--- config.mk ---
export PLATFORM = sky130hd
export DESIGN_NAME = morse_symbol_reg_flat
export DESIGN_NICKNAME = d
export VERILOG_FILES = /design/src/rtl/morse_symbol_reg_pkg.sv /design/src/rtl/morse_symbol_reg_if.sv /design/src/rtl/morse_symbol_reg_shreg.sv /design/src/rtl/morse_symbol_reg.sv /design/src/flat_wrapper.sv
export SDC_FILE = /design/constraint.sdc
export NUM_CORES = 1
export LEC_CHECK = 0
export ABC_AREA = 1
export BUFFER_PORTS_ARGS = -buffer_cell sky130_fd_sc_hd__buf_2
export CAP_MARGIN = 20
export CORE_UTILIZATION = 25
export DETAILED_ROUTE_END_ITERATION = 16
export GPL_ROUTABILITY_DRIVEN = 0
export PLACE_DENSITY = 0.46
export SYNTH_ARGS = -nofsm -noshare
export SYNTH_HDL_FRONTEND = slang
export SYNTH_SLANG_ARGS = --single-unit
--- constraint.sdc ---
create_clock -name clk -period 4.15 [get_ports clk]
set_input_delay 0.415 -clock clk [delete_from_list [all_inputs] [get_ports clk]]
set_output_delay 0.415 -clock clk [all_outputs]
set_load 0.005 [all_outputs]
--- src/rtl/morse_symbol_reg_pkg.sv ---
// Shared symbol encodings and default character size for the Morse symbol register.
package morse_symbol_reg_pkg;
    localparam logic SYM_DOT        = 1'b0;
    localparam logic SYM_DASH       = 1'b1;
    localparam int   MORSE_MAX_SYMS = 5;
endpackage

--- src/rtl/morse_symbol_reg_if.sv ---
// Symbol input, commit strobe and output slot handshake of the Morse symbol register.
interface morse_symbol_reg_if
    import morse_symbol_reg_pkg::*;
#(
    parameter int WIDTH = MORSE_MAX_SYMS,
    parameter int LEN_W = $clog2(WIDTH + 1)
);
    logic             sym_valid;
    logic             sym_bit;
    logic             commit;
    logic             out_ready;
    logic             out_valid;
    logic [WIDTH-1:0] out_code;
    logic [LEN_W-1:0] out_len;
    logic             out_err;
    logic             full;
    logic             busy;

    modport master (
        output sym_valid, sym_bit, commit, out_ready,
        input  out_valid, out_code, out_len, out_err, full, busy
    );

    modport slave (
        input  sym_valid, sym_bit, commit, out_ready,
        output out_valid, out_code, out_len, out_err, full, busy
    );
endinterface

--- src/rtl/morse_symbol_reg_shreg.sv ---
// Symbol accumulator: shifts symbols in MSB-first, counts them, flags overflow.
// A flush empties it, but a symbol arriving in the same cycle becomes the first symbol of the next character.
module morse_shreg
    import morse_symbol_reg_pkg::*;
#(
    parameter int WIDTH = MORSE_MAX_SYMS,
    parameter int LEN_W = $clog2(WIDTH + 1)
) (
    input  logic             clk,
    input  logic             reset_n,
    input  logic             i_clear_n,
    input  logic             i_sym_vld,
    input  logic             i_sym_bit,
    input  logic             i_flush,
    output logic [WIDTH-1:0] o_code,
    output logic [LEN_W-1:0] o_len,
    output logic             o_ovf
);
    logic [WIDTH-1:0] r_code;
    logic [LEN_W-1:0] r_len;
    logic             r_ovf;
    logic             w_room;

    assign w_room = (r_len < LEN_W'(WIDTH));

    always_ff @(posedge clk or negedge reset_n) begin
        if (!reset_n) begin
            r_code <= '0;
            r_len  <= '0;
            r_ovf  <= 1'b0;
        end else if (!i_clear_n) begin
            r_code <= '0;
            r_len  <= '0;
            r_ovf  <= 1'b0;
        end else if (i_flush) begin
            r_ovf <= 1'b0;
            if (i_sym_vld) begin
                r_code <= {{(WIDTH-1){1'b0}}, i_sym_bit};
                r_len  <= LEN_W'(1);
            end else begin
                r_code <= '0;
                r_len  <= '0;
            end
        end else if (i_sym_vld) begin
            // Once full, extra symbols are dropped but remembered as an overflow.
            if (w_room) begin
                r_code <= {r_code[WIDTH-2:0], i_sym_bit};
                r_len  <= r_len + LEN_W'(1);
            end else begin
                r_ovf <= 1'b1;
            end
        end
    end

    assign o_code = r_code;
    assign o_len  = r_len;
    assign o_ovf  = r_ovf;
endmodule

--- src/rtl/morse_symbol_reg.sv ---
// Collects Morse symbols into characters and presents each committed character in a one-deep output slot.
// Commit-to-out_valid latency is 1 cycle; a commit is refused while the slot is full and not being drained.
module morse_symbol_reg
    import morse_symbol_reg_pkg::*;
#(
    parameter int WIDTH = MORSE_MAX_SYMS,
    parameter int LEN_W = $clog2(WIDTH + 1)
) (
    input  logic               clk,
    input  logic               reset_n,
    input  logic               clear_n,
    morse_symbol_reg_if.slave  bus
);
    logic [WIDTH-1:0] w_acc_code;
    logic [LEN_W-1:0] w_acc_len;
    logic             w_acc_ovf;
    logic             w_busy;
    logic             w_accept;

    logic             r_out_valid;
    logic [WIDTH-1:0] r_out_code;
    logic [LEN_W-1:0] r_out_len;
    logic             r_out_err;

    assign w_busy   = r_out_valid && !bus.out_ready;
    assign w_accept = bus.commit && (w_acc_len != '0) && !w_busy;

    morse_shreg #(
        .WIDTH (WIDTH),
        .LEN_W (LEN_W)
    ) u_shreg (
        .clk       (clk),
        .reset_n   (reset_n),
        .i_clear_n (clear_n),
        .i_sym_vld (bus.sym_valid),
        .i_sym_bit (bus.sym_bit),
        .i_flush   (w_accept),
        .o_code    (w_acc_code),
        .o_len     (w_acc_len),
        .o_ovf     (w_acc_ovf)
    );

    // A commit accepted while the consumer drains keeps the slot valid with the new character.
    always_ff @(posedge clk or negedge reset_n) begin
        if (!reset_n) begin
            r_out_valid <= 1'b0;
            r_out_code  <= '0;
            r_out_len   <= '0;
            r_out_err   <= 1'b0;
        end else if (!clear_n) begin
            r_out_valid <= 1'b0;
            r_out_code  <= '0;
            r_out_len   <= '0;
            r_out_err   <= 1'b0;
        end else if (w_accept) begin
            r_out_valid <= 1'b1;
            r_out_code  <= w_acc_code;
            r_out_len   <= w_acc_len;
            r_out_err   <= w_acc_ovf;
        end else if (r_out_valid && bus.out_ready) begin
            r_out_valid <= 1'b0;
        end
    end

    assign bus.out_valid = r_out_valid;
    assign bus.out_code  = r_out_code;
    assign bus.out_len   = r_out_len;
    assign bus.out_err   = r_out_err;
    assign bus.full      = (w_acc_len == LEN_W'(WIDTH));
    assign bus.busy      = w_busy;
endmodule

--- src/flat_wrapper.sv ---
// flat-port wrapper written by rule: the top's interface ports become plain ports
module morse_symbol_reg_flat import morse_symbol_reg_pkg::*;
#(
    parameter int WIDTH = MORSE_MAX_SYMS,
    parameter int LEN_W = $clog2(WIDTH + 1)
)
  (clk, reset_n, clear_n, bus_sym_valid, bus_sym_bit, bus_commit, bus_out_ready, bus_out_valid, bus_out_code, bus_out_len, bus_out_err, bus_full, bus_busy);
  morse_symbol_reg_if #(.WIDTH(WIDTH), .LEN_W(LEN_W)) bus_i ();
  input  logic clk;
  input  logic reset_n;
  input  logic clear_n;
  input wire logic [$bits(bus_i.sym_valid)-1:0] bus_sym_valid;
  input wire logic [$bits(bus_i.sym_bit)-1:0] bus_sym_bit;
  input wire logic [$bits(bus_i.commit)-1:0] bus_commit;
  input wire logic [$bits(bus_i.out_ready)-1:0] bus_out_ready;
  output wire logic [$bits(bus_i.out_valid)-1:0] bus_out_valid;
  output wire logic [$bits(bus_i.out_code)-1:0] bus_out_code;
  output wire logic [$bits(bus_i.out_len)-1:0] bus_out_len;
  output wire logic [$bits(bus_i.out_err)-1:0] bus_out_err;
  output wire logic [$bits(bus_i.full)-1:0] bus_full;
  output wire logic [$bits(bus_i.busy)-1:0] bus_busy;
  assign bus_i.sym_valid = bus_sym_valid;
  assign bus_i.sym_bit = bus_sym_bit;
  assign bus_i.commit = bus_commit;
  assign bus_i.out_ready = bus_out_ready;
  assign bus_out_valid = bus_i.out_valid;
  assign bus_out_code = bus_i.out_code;
  assign bus_out_len = bus_i.out_len;
  assign bus_out_err = bus_i.out_err;
  assign bus_full = bus_i.full;
  assign bus_busy = bus_i.busy;
  morse_symbol_reg #(.WIDTH(WIDTH), .LEN_W(LEN_W)) u_core (.clk(clk), .reset_n(reset_n), .clear_n(clear_n), .bus(bus_i));
endmodule
==> impl_results.md <==
* Max-cap violation count at 0
* R2R depth at 7
* CP peak stage delay at ~0.46 ns
* Crit path launch: u_core.u_shreg.o_len[1]
* Least-Margin Pin Slew at 0.439 ns
* DRT antenna net count at 0
* Die area at 3790 µm²
* CTS H-tree lvls at 1
* Final Net Count at 137
* CTS Hold Buffers Added at 0
* Critical path class: flop to output port
* Vias in the first global route at between 600 and 700
* R2R setup slack at 2.71 ns
* Port Buffers at 18
* Final Hold Vio Count at 0
* Critical Path Sink Type: output port
* Crit Reg-Reg Endpoint: u_core.bus.out_code[4]
* CP Launch Type: flop
* Crit Path Max Fanout at 6
* Post-Syn Instances at 105
* Initial Util at 26.4%
* Hold Path Class: input pin to async pin
* Total grt overflow at 0
* P&R area growth vs syn at 18.5%
* Outcome: complete, no violations
* Distinct cell type count after synthesis at 15
* Largest net degree at the start of global routing at 20
* Worst vdd ir at 128 µV
* Final Core Density at 31.3%
* Initial antenna violation count at 0
* Crit Reg-Reg Startpoint: u_core.u_shreg.o_len[0]
* Share of cells above drive strength 1 at 23.8%
* Req. time, crit path at 3.73 ns
* TNS Setup at 0 ns
* CTS tree: built
* Crit path DAT at 1.23 ns
* Later-pin clock latency in the skew report at 0.30 ns
* WL final at 1690 µm
* ANT cells at 0
* Num CTS Buffers at 3
* Vias per Instance at 4.02
* Yosys reg bits at 19
* Final Max Slew Viols at 0
* Fin Hold WS at 0.0384 ns
* F_max at between 0.6 and 0.7 GHz
* Count of standard-cell rows at 21
* Clk slew on worst S/H paths at 0.11 ns
* Skew final at 0.000937 ns
* Design area at 1050 µm²
* Vias at ~690
* Drc violations at 0
* Inst Count DP at 168
* Relative slew slack at between 70 and 80%
* Die H at 61.6 µm
* Worst slack, placed at 2.69 ns
* Syn avg cell area at 8.45 µm²
* Clock sink count at 19
* Crit path cell chain: inv_1, ha_1, nand2_1, inv_1, buf_2
* Seq/Total Area, Yosys at 53.6%
* First-pass GRT wire length at approximately 2900 µm
* RSZ-0062 raised after global routing: no
* Worst-case clock buffer depth at 2
* Die W at 61.6 µm
* Core Area at 3360 µm²
* GRT Total Usage at 10.8%
* Crit path to: bus_full
* Final Total Pwr at 0.389 mW
* Mapped Nets at between 100 and 150
* Power density over cell area at 370 nW/µm²
* Post-CTS Resized at 0
* Number of I/O pins at 19
* Worst path most repeated cell: inv_1
* Synthesized area at just under 900 µm²
* Postcts setup bufs at 0
* Leak at approximately 0.63 nW
* Worst setup margin at ~2.5 ns
* TritonRoute pass-1 iters at 3
* Most common cell after layout, fill and taps aside: nand2_1
* Commonest cells after routing, fill and taps aside: nand2_1, dfrtp_1, buf_2, inv_1, nor2_1
* Worst path slowest cell: dfrtp_1
* Placed Area at 1020 µm²
* Final setup viols at 0
* Post-layout min period at 1.65 ns
* Post-DP HPWL at 1230 µm
* Final Cycle Share at 39.7%
* Layout Cells excl Fill at 172
* DR iter-0 viols at 23
* WL/cell at between 9 and 10 µm
* Root Buffer: clkbuf_4
* Yosys warning count at 0
-- cells by family after synthesis --
kind of cell | Yosys count | share of synthesized area, %
buffers and inverters | 11 | 5.50
and+or+nand+nor | 68 | 34.1
DFF | 19 | 53.6
AOI/OAI and AO/OA | 4 | 2.54
adders and majority gates | 3 | 4.23
-- flip-flops by register name, summed over array words and instances (netlist names) --
signal,count
u_core.bus.out_err,1
u_core.bus.out_code,5
u_core.u_shreg.o_len,3
u_core.u_shreg.o_code,5
u_core.u_shreg.o_ovf,1
u_core.bus.out_valid,1
u_core.bus.out_len,3
-- power breakdown --
part | total (mW) | internal [mW] | switching (mW)
Sequential | 0.212 | 0.197 | 0.0142
Combinational | 0.0820 | 0.0301 | 0.0519
Clock | 0.0957 | 0.0359 | 0.0598
Total | 0.389 | 0.263 | 0.126
-- how the worst min path moves through the flow --
stage	startpoint	end	cells after the start
global route	reset_n	u_core.bus.out_code[4]	1
global placement	reset_n	u_core.bus.out_code[3]	1
floorplan	reset_n	u_core.bus.out_code[0]	0
detailed placement	reset_n	u_core.bus.out_code[4]	1
CTS	reset_n	u_core.u_shreg.o_ovf	1
finish	reset_n	u_core.bus.out_code[4]	1
-- synthesized netlist by cell type --
cell / count / area share (%)
nand2_1: 53 / 22
dfrtp_1: 19 / 54
inv_1: 7 / 3.0
nor2_1: 6 / 2.5
nand3_1: 4 / 2.3
ha_1: 3 / 4.2
inv_2: 3 / 1.3
a21oi_1: 2 / 1.1
nand2_4: 2 / 2.5
buf_6: 1 / 1.3
nand3_2: 1 / 1.1
nand3_4: 1 / 2.0
nor2_4: 1 / 1.3
o21a_1: 1 / 0.85
o21ai_1: 1 / 0.56
-- layout make-up --
| class | count | area, µm² |
|---|---|---|
| multi-input cells | 75 | 363 |
| repair buffers | 18 | 90.1 |
| flip-flops and latches | 19 | 475 |
| clock buffers | 3 | 22.5 |
| fillers | 404 | 2310 |
| clock inverters | 1 | 5.00 |
| well taps | 46 | 57.6 |
| inverters | 10 | 37.5 |
-- per-layer routing --
layer / GRT usage, % / share of wire, % / vias up
li1: - / - / 360
met1: 13.2 / 49 / 319
met2: 17.7 / 46 / 11
met3: 1.89 / 3.6 / 2
met4: 6.67 / 1.2 / 0
met5: 0 / 0 / -
-- worst max-delay path, delay by kind of cell (launching register included) --
kind          cells  cell delay (ns)
simple gates      1             0.06
fa+ha+maj         1             0.18
flops             1             0.46
buf+inv           3             0.24
No activity file was read; power rests on OpenSTA's default activity.
